<file path="config.mk">
export PLATFORM = sky130hd
export DESIGN_NAME = bus_arbiter_flat
export DESIGN_NICKNAME = d
export VERILOG_FILES = /design/src/rtl/bus_arbiter_if.sv /design/src/rtl/bus_arbiter.sv /design/src/flat_wrapper.sv
export SDC_FILE = /design/constraint.sdc
export NUM_CORES = 1
export LEC_CHECK = 0
export CORE_MARGIN = 2
export CORE_UTILIZATION = 51
export DETAILED_ROUTE_END_ITERATION = 8
export HOLD_SLACK_MARGIN = 0.15
export PLACE_DENSITY_LB_ADDON = 0.05
export SLEW_MARGIN = 0
export SYNTH_ARGS = -nofsm -noshare
export SYNTH_HDL_FRONTEND = slang
export SYNTH_SLANG_ARGS = --single-unit
</file>
<file path="constraint.sdc">
create_clock -name CLK -period 5.1 [get_ports CLK]
set_input_delay 1.53 -clock CLK [delete_from_list [all_inputs] [get_ports CLK]]
set_output_delay 1.53 -clock CLK [all_outputs]
set_load 0.02 [all_outputs]
</file>
<file path="src/rtl/bus_arbiter_if.sv">
// Bus-side signal bundle between the masters, the selected slave and the arbiter.
// The master modport drives requests and slave status; the slave modport is the arbiter view.
interface bus_arbiter_if #(
    parameter int N_MASTERS = 4
);
    localparam int MW = (N_MASTERS > 1) ? $clog2(N_MASTERS) : 1;

    logic [N_MASTERS-1:0] HREQ;
    logic [N_MASTERS-1:0] HLOCK;
    logic                 HREADY;
    logic [1:0]           HRESP;
    logic [N_MASTERS-1:0] HGRANT;
    logic [MW-1:0]        HMASTER;
    logic                 HMASTLOCK;

    modport master (
        output HREQ, HLOCK, HREADY, HRESP,
        input  HGRANT, HMASTER, HMASTLOCK
    );

    modport slave (
        input  HREQ, HLOCK, HREADY, HRESP,
        output HGRANT, HMASTER, HMASTLOCK
    );
endinterface

</file>
<file path="src/rtl/bus_arbiter.sv">
// Round-robin bus arbiter with locked transfers and a maximum-tenure limit.
// Ownership only changes on HREADY-high edges; all outputs come straight from flops.
module bus_arbiter #(
    parameter int N_MASTERS      = 4,
    parameter int DEFAULT_MASTER = 0,
    parameter int MAX_HOLD       = 8
) (
    input  logic          CLK,
    input  logic          RST,
    bus_arbiter_if.slave  bus
);
    localparam int MW = (N_MASTERS > 1) ? $clog2(N_MASTERS) : 1;
    localparam int CW = $clog2(MAX_HOLD + 1);
    localparam logic [MW-1:0] DEF_IDX = MW'(DEFAULT_MASTER);
    localparam logic [CW-1:0] MAX_CNT = CW'(MAX_HOLD);

    typedef enum logic [1:0] {
        PARK   = 2'd0,
        OWNED  = 2'd1,
        LOCKED = 2'd2
    } state_t;

    state_t               state_q, state_d;
    logic [CW-1:0]        cnt_q, cnt_d;
    logic [N_MASTERS-1:0] grant_q, grant_d;
    logic [MW-1:0]        master_q, master_d;
    logic                 lock_q, lock_d;

    logic                 arb_s;
    logic                 any_req_s;
    logic                 other_req_s;
    logic                 err_s;
    logic [MW-1:0]        winner_s;

    function automatic logic [N_MASTERS-1:0] onehot(input logic [MW-1:0] idx);
        logic [N_MASTERS-1:0] v;
        v      = '0;
        v[idx] = 1'b1;
        return v;
    endfunction

    // The owner sits at the end of the scan, so it only wins when nobody else asks.
    function automatic logic [MW-1:0] rr_pick(input logic [N_MASTERS-1:0] req,
                                               input logic [MW-1:0]        owner);
        logic [MW-1:0] pick;
        logic [MW-1:0] ci;
        logic          found;
        int            cand;
        pick  = owner;
        found = 1'b0;
        for (int i = 1; i <= N_MASTERS; i++) begin
            cand = (int'(owner) + i) % N_MASTERS;
            ci   = MW'(cand);
            if (!found && req[ci]) begin
                pick  = ci;
                found = 1'b1;
            end
        end
        return pick;
    endfunction

    // Arbitration-point detection and winner selection.
    always_comb begin
        any_req_s   = |bus.HREQ;
        other_req_s = |(bus.HREQ & ~grant_q);
        err_s       = (bus.HRESP == 2'b01);
        winner_s    = rr_pick(bus.HREQ, master_q);
        arb_s       = 1'b0;
        case (state_q)
            PARK:    arb_s = 1'b1;
            OWNED:   arb_s = !bus.HREQ[master_q] || ((cnt_q == MAX_CNT) && other_req_s);
            LOCKED:  arb_s = !bus.HREQ[master_q] || !bus.HLOCK[master_q];
            default: arb_s = 1'b1;
        endcase
        if (err_s) begin
            arb_s = 1'b1;
        end else begin
            arb_s = arb_s;
        end
    end

    // Next state, grant and tenure counter.
    always_comb begin
        state_d  = state_q;
        cnt_d    = cnt_q;
        grant_d  = grant_q;
        master_d = master_q;
        lock_d   = lock_q;
        if (bus.HREADY) begin
            if (arb_s) begin
                cnt_d = '0;
                if (any_req_s) begin
                    master_d = winner_s;
                    grant_d  = onehot(winner_s);
                    lock_d   = bus.HLOCK[winner_s];
                    state_d  = bus.HLOCK[winner_s] ? LOCKED : OWNED;
                end else begin
                    master_d = DEF_IDX;
                    grant_d  = onehot(DEF_IDX);
                    lock_d   = 1'b0;
                    state_d  = PARK;
                end
            end else if (state_q == OWNED && cnt_q != MAX_CNT) begin
                cnt_d = cnt_q + CW'(1);
            end else begin
                cnt_d = cnt_q;
            end
        end else begin
            state_d = state_q;
        end
    end

    // State and output registers; synchronous reset parks on the default master.
    always_ff @(posedge CLK) begin
        if (RST) begin
            state_q  <= PARK;
            cnt_q    <= '0;
            grant_q  <= onehot(DEF_IDX);
            master_q <= DEF_IDX;
            lock_q   <= 1'b0;
        end else begin
            state_q  <= state_d;
            cnt_q    <= cnt_d;
            grant_q  <= grant_d;
            master_q <= master_d;
            lock_q   <= lock_d;
        end
    end

    assign bus.HGRANT    = grant_q;
    assign bus.HMASTER   = master_q;
    assign bus.HMASTLOCK = lock_q;
endmodule

</file>
<file path="src/flat_wrapper.sv">
// flat-port wrapper written by rule: the top's interface ports become plain ports
module bus_arbiter_flat 
#(
    parameter int N_MASTERS      = 4,
    parameter int DEFAULT_MASTER = 0,
    parameter int MAX_HOLD       = 8
)
  (CLK, RST, bus_HREQ, bus_HLOCK, bus_HREADY, bus_HRESP, bus_HGRANT, bus_HMASTER, bus_HMASTLOCK);
  bus_arbiter_if #(.N_MASTERS(N_MASTERS)) bus_i ();
  input  logic CLK;
  input  logic RST;
  input wire logic [$bits(bus_i.HREQ)-1:0] bus_HREQ;
  input wire logic [$bits(bus_i.HLOCK)-1:0] bus_HLOCK;
  input wire logic [$bits(bus_i.HREADY)-1:0] bus_HREADY;
  input wire logic [$bits(bus_i.HRESP)-1:0] bus_HRESP;
  output wire logic [$bits(bus_i.HGRANT)-1:0] bus_HGRANT;
  output wire logic [$bits(bus_i.HMASTER)-1:0] bus_HMASTER;
  output wire logic [$bits(bus_i.HMASTLOCK)-1:0] bus_HMASTLOCK;
  assign bus_i.HREQ = bus_HREQ;
  assign bus_i.HLOCK = bus_HLOCK;
  assign bus_i.HREADY = bus_HREADY;
  assign bus_i.HRESP = bus_HRESP;
  assign bus_HGRANT = bus_i.HGRANT;
  assign bus_HMASTER = bus_i.HMASTER;
  assign bus_HMASTLOCK = bus_i.HMASTLOCK;
  bus_arbiter #(.N_MASTERS(N_MASTERS), .DEFAULT_MASTER(DEFAULT_MASTER), .MAX_HOLD(MAX_HOLD)) u_core (.CLK(CLK), .RST(RST), .bus(bus_i));
endmodule
</file>
==> reports/results.tsv <==
stage	metric	value	unit
synthesis	ys_ff_latch	12	
clock_tree	cts_root_buf	clkbuf_4	
power	power_frac_clock	28.5	%
synthesis	synth_async_sr_flop_share	0	%
placement	io_buffers	19	
clock_tree	numCtsBuffers	3	
clock_tree	ctsLongestPathBuffers	2	
synthesis	synth-warning-count	0	
synthesis	syn_nets	108	
run	drv_cap	0	
route	drt_pass1_iterations	4	
critical_path	crit_arrival	3410	ps
synthesis	netlist_instances	91	
final_layout	area_growth	27.5	%
floorplan	core	1510	sq um
floorplan	rows	14	
floorplan	die_w	43.9	um
route	drt_wl_total	1.86	mm
clock_tree	numClockSinks	12	
clock_tree	clock_latency	280	ps
critical_path	path_cells	clkdlybuf4s50_1 -> or2b_2 -> a21oi_1 -> a21oi_1 -> nand2_1 -> mux2_2 -> o41ai_2	
critical_path	cp-end-kind	register	
power	p_sw_share	32.1	%
critical_path	critPathKind	in2reg	
critical_path	worstReg2RegStart	u_core.state_q[0]	
final_layout	nets	130	
route	drt_iter0_markers	22	
synthesis	synth_top_area_share	29.5	%
critical_path	slowest_delay	540	ps
critical_path	crit_path_top_delay_cell	clkdlybuf4s50_1	
critical_path	crit_required	5290	ps
floorplan	initial_core_util	54.0	%
clock_tree	clk_pin_slew_worst_paths	70	ps
final_layout	drive_gt1_share	11.6	%
sta	max_clock_freq	311	MHz
sta	finalCritPeriodShare	63.1	%
route	drtAntennaViolNets	0	
critical_path	rrSetupSlack	3240	ps
floorplan	die_h	43.9	um
critical_path	crit_buf_inv	1	
synthesis	yosys-top-cells-count	dfxtp_1, nand3_1, nor2_1, nor2b_1	
sta	worst_slack	1880	ps
synthesis	yosys-top-cells-area	dfxtp_1, ha_1, nor2b_1, mux2i_1, nand3_1	
power	p_total	0.000273	W
power	intPower	0.000185	W
min_path	min_path_cells	2	
route	drc	0	
clock_tree	cts-htree-levels	1	
route	vias	743	
sta	rsz0062_at_grt	false	
clock_tree	cts_hold_buf	0	
global_routing	gr-usage-all-layers	23.2	%
sta	finalSetupViolCount	0	
synthesis	seq_area_frac_synth	29.5	%
global_routing	grt_pass1_vias	716	
power	p_seq_share	40.6	%
clock_tree	cts_tree	done	
placement	gp_congestion	0.770	
min_path	hp-start	u_core.bus.HGRANT[3]	
synthesis	netlist_area	813	sq um
final_layout	antennaDiodeCount	0	
power	cellLeakagePower	0.386	nW
route	wl_per_cell	14.5	um
power	netSwitchingPower	0.0000877	W
floorplan	dieArea	1930	sq um
critical_path	r2r-end	u_core.state_q[1]	
min_path	min_to	u_core.bus.HGRANT[3]	
sta	hold_slack	494	ps
synthesis	synth.avg_cell_area	8.94	sq um
placement	place_inst	124	
synthesis	ys.flop_type	dfxtp_1	
sta	clock_skew	3.87	ps
floorplan	io_pins	20	
sta	maxSlewHeadroom	55.1	%
critical_path	crit_family	buffers and inverters	
power	p_per_area	263	nW/um^2
placement	dp_hpwl	1.36	mm
synthesis	ys_types	35	
clock_tree	cts_setup_buffers	0	
run_status	status	finished, final reports clean	
critical_path	rr_worst_depth	7	
synthesis	synth_top_area_cell	dfxtp_1	
power	power_frac_comb	30.8	%
critical_path	cp_max_fo	6	
synthesis	yosysMostFrequentCell	dfxtp_1	
sta	tightest_slew	667	ps
min_path	holdCritPathClass	reg2reg	
global_routing	grt_antenna_before_repair	0	
synthesis	synth_enable_flop_cells	0	
power	ir_worst_vdd	0.000176	V
route	via_per_inst	5.80	
sta	finalMaxSlewViolations	0	
critical_path	critPathMostFrequentCell	a21oi_1	
sta	fin_crit	3220	ps
global_routing	grt_max_degree	18	
global_routing	grt-ovfl-total	0	
global_routing	grt_pass1_wl	3.24	mm
placement	dpl_worst_slack	1600	ps
sta	setup-tns-final	0	ps
sta	finalHoldViolations	0	
clock_tree	cts_resized	0	
critical_path	cp-start-kind	primary input	
final_layout	final_cells	128	
registers in the layout (all words and copies together) (netlist names):
name / count
u_core.bus.HGRANT: 4
u_core.bus.HMASTER: 2
u_core.cnt_q: 4
u_core.state_q: 2
cell usage in the layout (no fill, tap or decap), types with 2 or more instances in the layout:
master / instances
clkdlybuf4s50_1: 19
dfxtp_1: 12
nor2b_1: 7
nor2_1: 7
nand3_1: 7
inv_1: 5
a21oi_1: 5
nand2_1: 5
mux2i_1: 4
ha_1: 4
o21ai_0: 3
clkbuf_4: 3
o41ai_2: 2
o21ai_1: 2
nor3_1: 2
o31ai_1: 2
xnor2_1: 2
and3_1: 2
worst reg2reg max path, cell delays in order (launching register included):
cell and delay, ps:
dfxtp_1 360, inv_1 50, ha_1 210, nor4bb_1 350
o41ai_2 140, nand4_2 180, nand2_4 150, o41ai_2 320
through the flow:
stage	area, sq um	utilization [%]
after global routing	1040	68.9
after CTS	1040	68.9
after detailed placement	1000	66.4
after floorplan	813	-
final	1040	68.9
after global placement	1000	66.4
layer usage:
metal  up-vias  GRT usage [%]  part of all wire (%)
met1       345           31.8                    47
li1        374              -                     -
met3         4           5.00                   6.8
met5         -              0                     0
met2        20           34.7                    45
met4         0           10.9                   1.8
power groups by stage:
stage               Combinational [W]  Clock (W)  Sequential, W
global placement            0.0000836          0       0.000113
global route                0.0000933  0.0000826       0.000113
floorplan                   0.0000496          0       0.000117
CTS                         0.0000849  0.0000790       0.000111
detailed placement          0.0000838          0       0.000113
finish                      0.0000842  0.0000779       0.000111
area by class of cell:
class	count	area, sq um
multi-input combinational	71	528
fill	134	469
sequential	12	240
timing repair buffer	19	190
clock buffer	4	36.3
inverter	6	22.5
tap	16	20.0
cells by family (layout without fill, tap and decap cells):
logic type | after synthesis | count (layout) | synth area share (%)
AND/OR/NAND/NOR | 38 | 38 | 26.6
AO/OA/AOI/OAI | 21 | 21 | 20.9
flip-flops | 12 | 12 | 29.5
buffers and inverters | 8 | 29 | 5.54
multiplexers | 6 | 6 | 9.08
adder cells (fa/ha/maj) | 4 | 4 | 6.15
XOR/XNOR | 2 | 2 | 2.15
how the worst max path moves through the flow:
stage | startpoint | to | slack, ps | cells after the start
global placement | bus_HREQ[1] | u_core.state_q[1] | 1650 | 7
detailed placement | bus_HREQ[1] | u_core.state_q[1] | 1600 | 7
finish | bus_HREQ[1] | u_core.state_q[1] | 1880 | 7
floorplan | bus_HREQ[1] | u_core.state_q[1] | 2290 | 6
CTS | bus_HREQ[1] | u_core.state_q[1] | 1880 | 7
global route | bus_HREQ[1] | u_core.state_q[1] | 1770 | 7
Power figures use the tool's default switching activity.
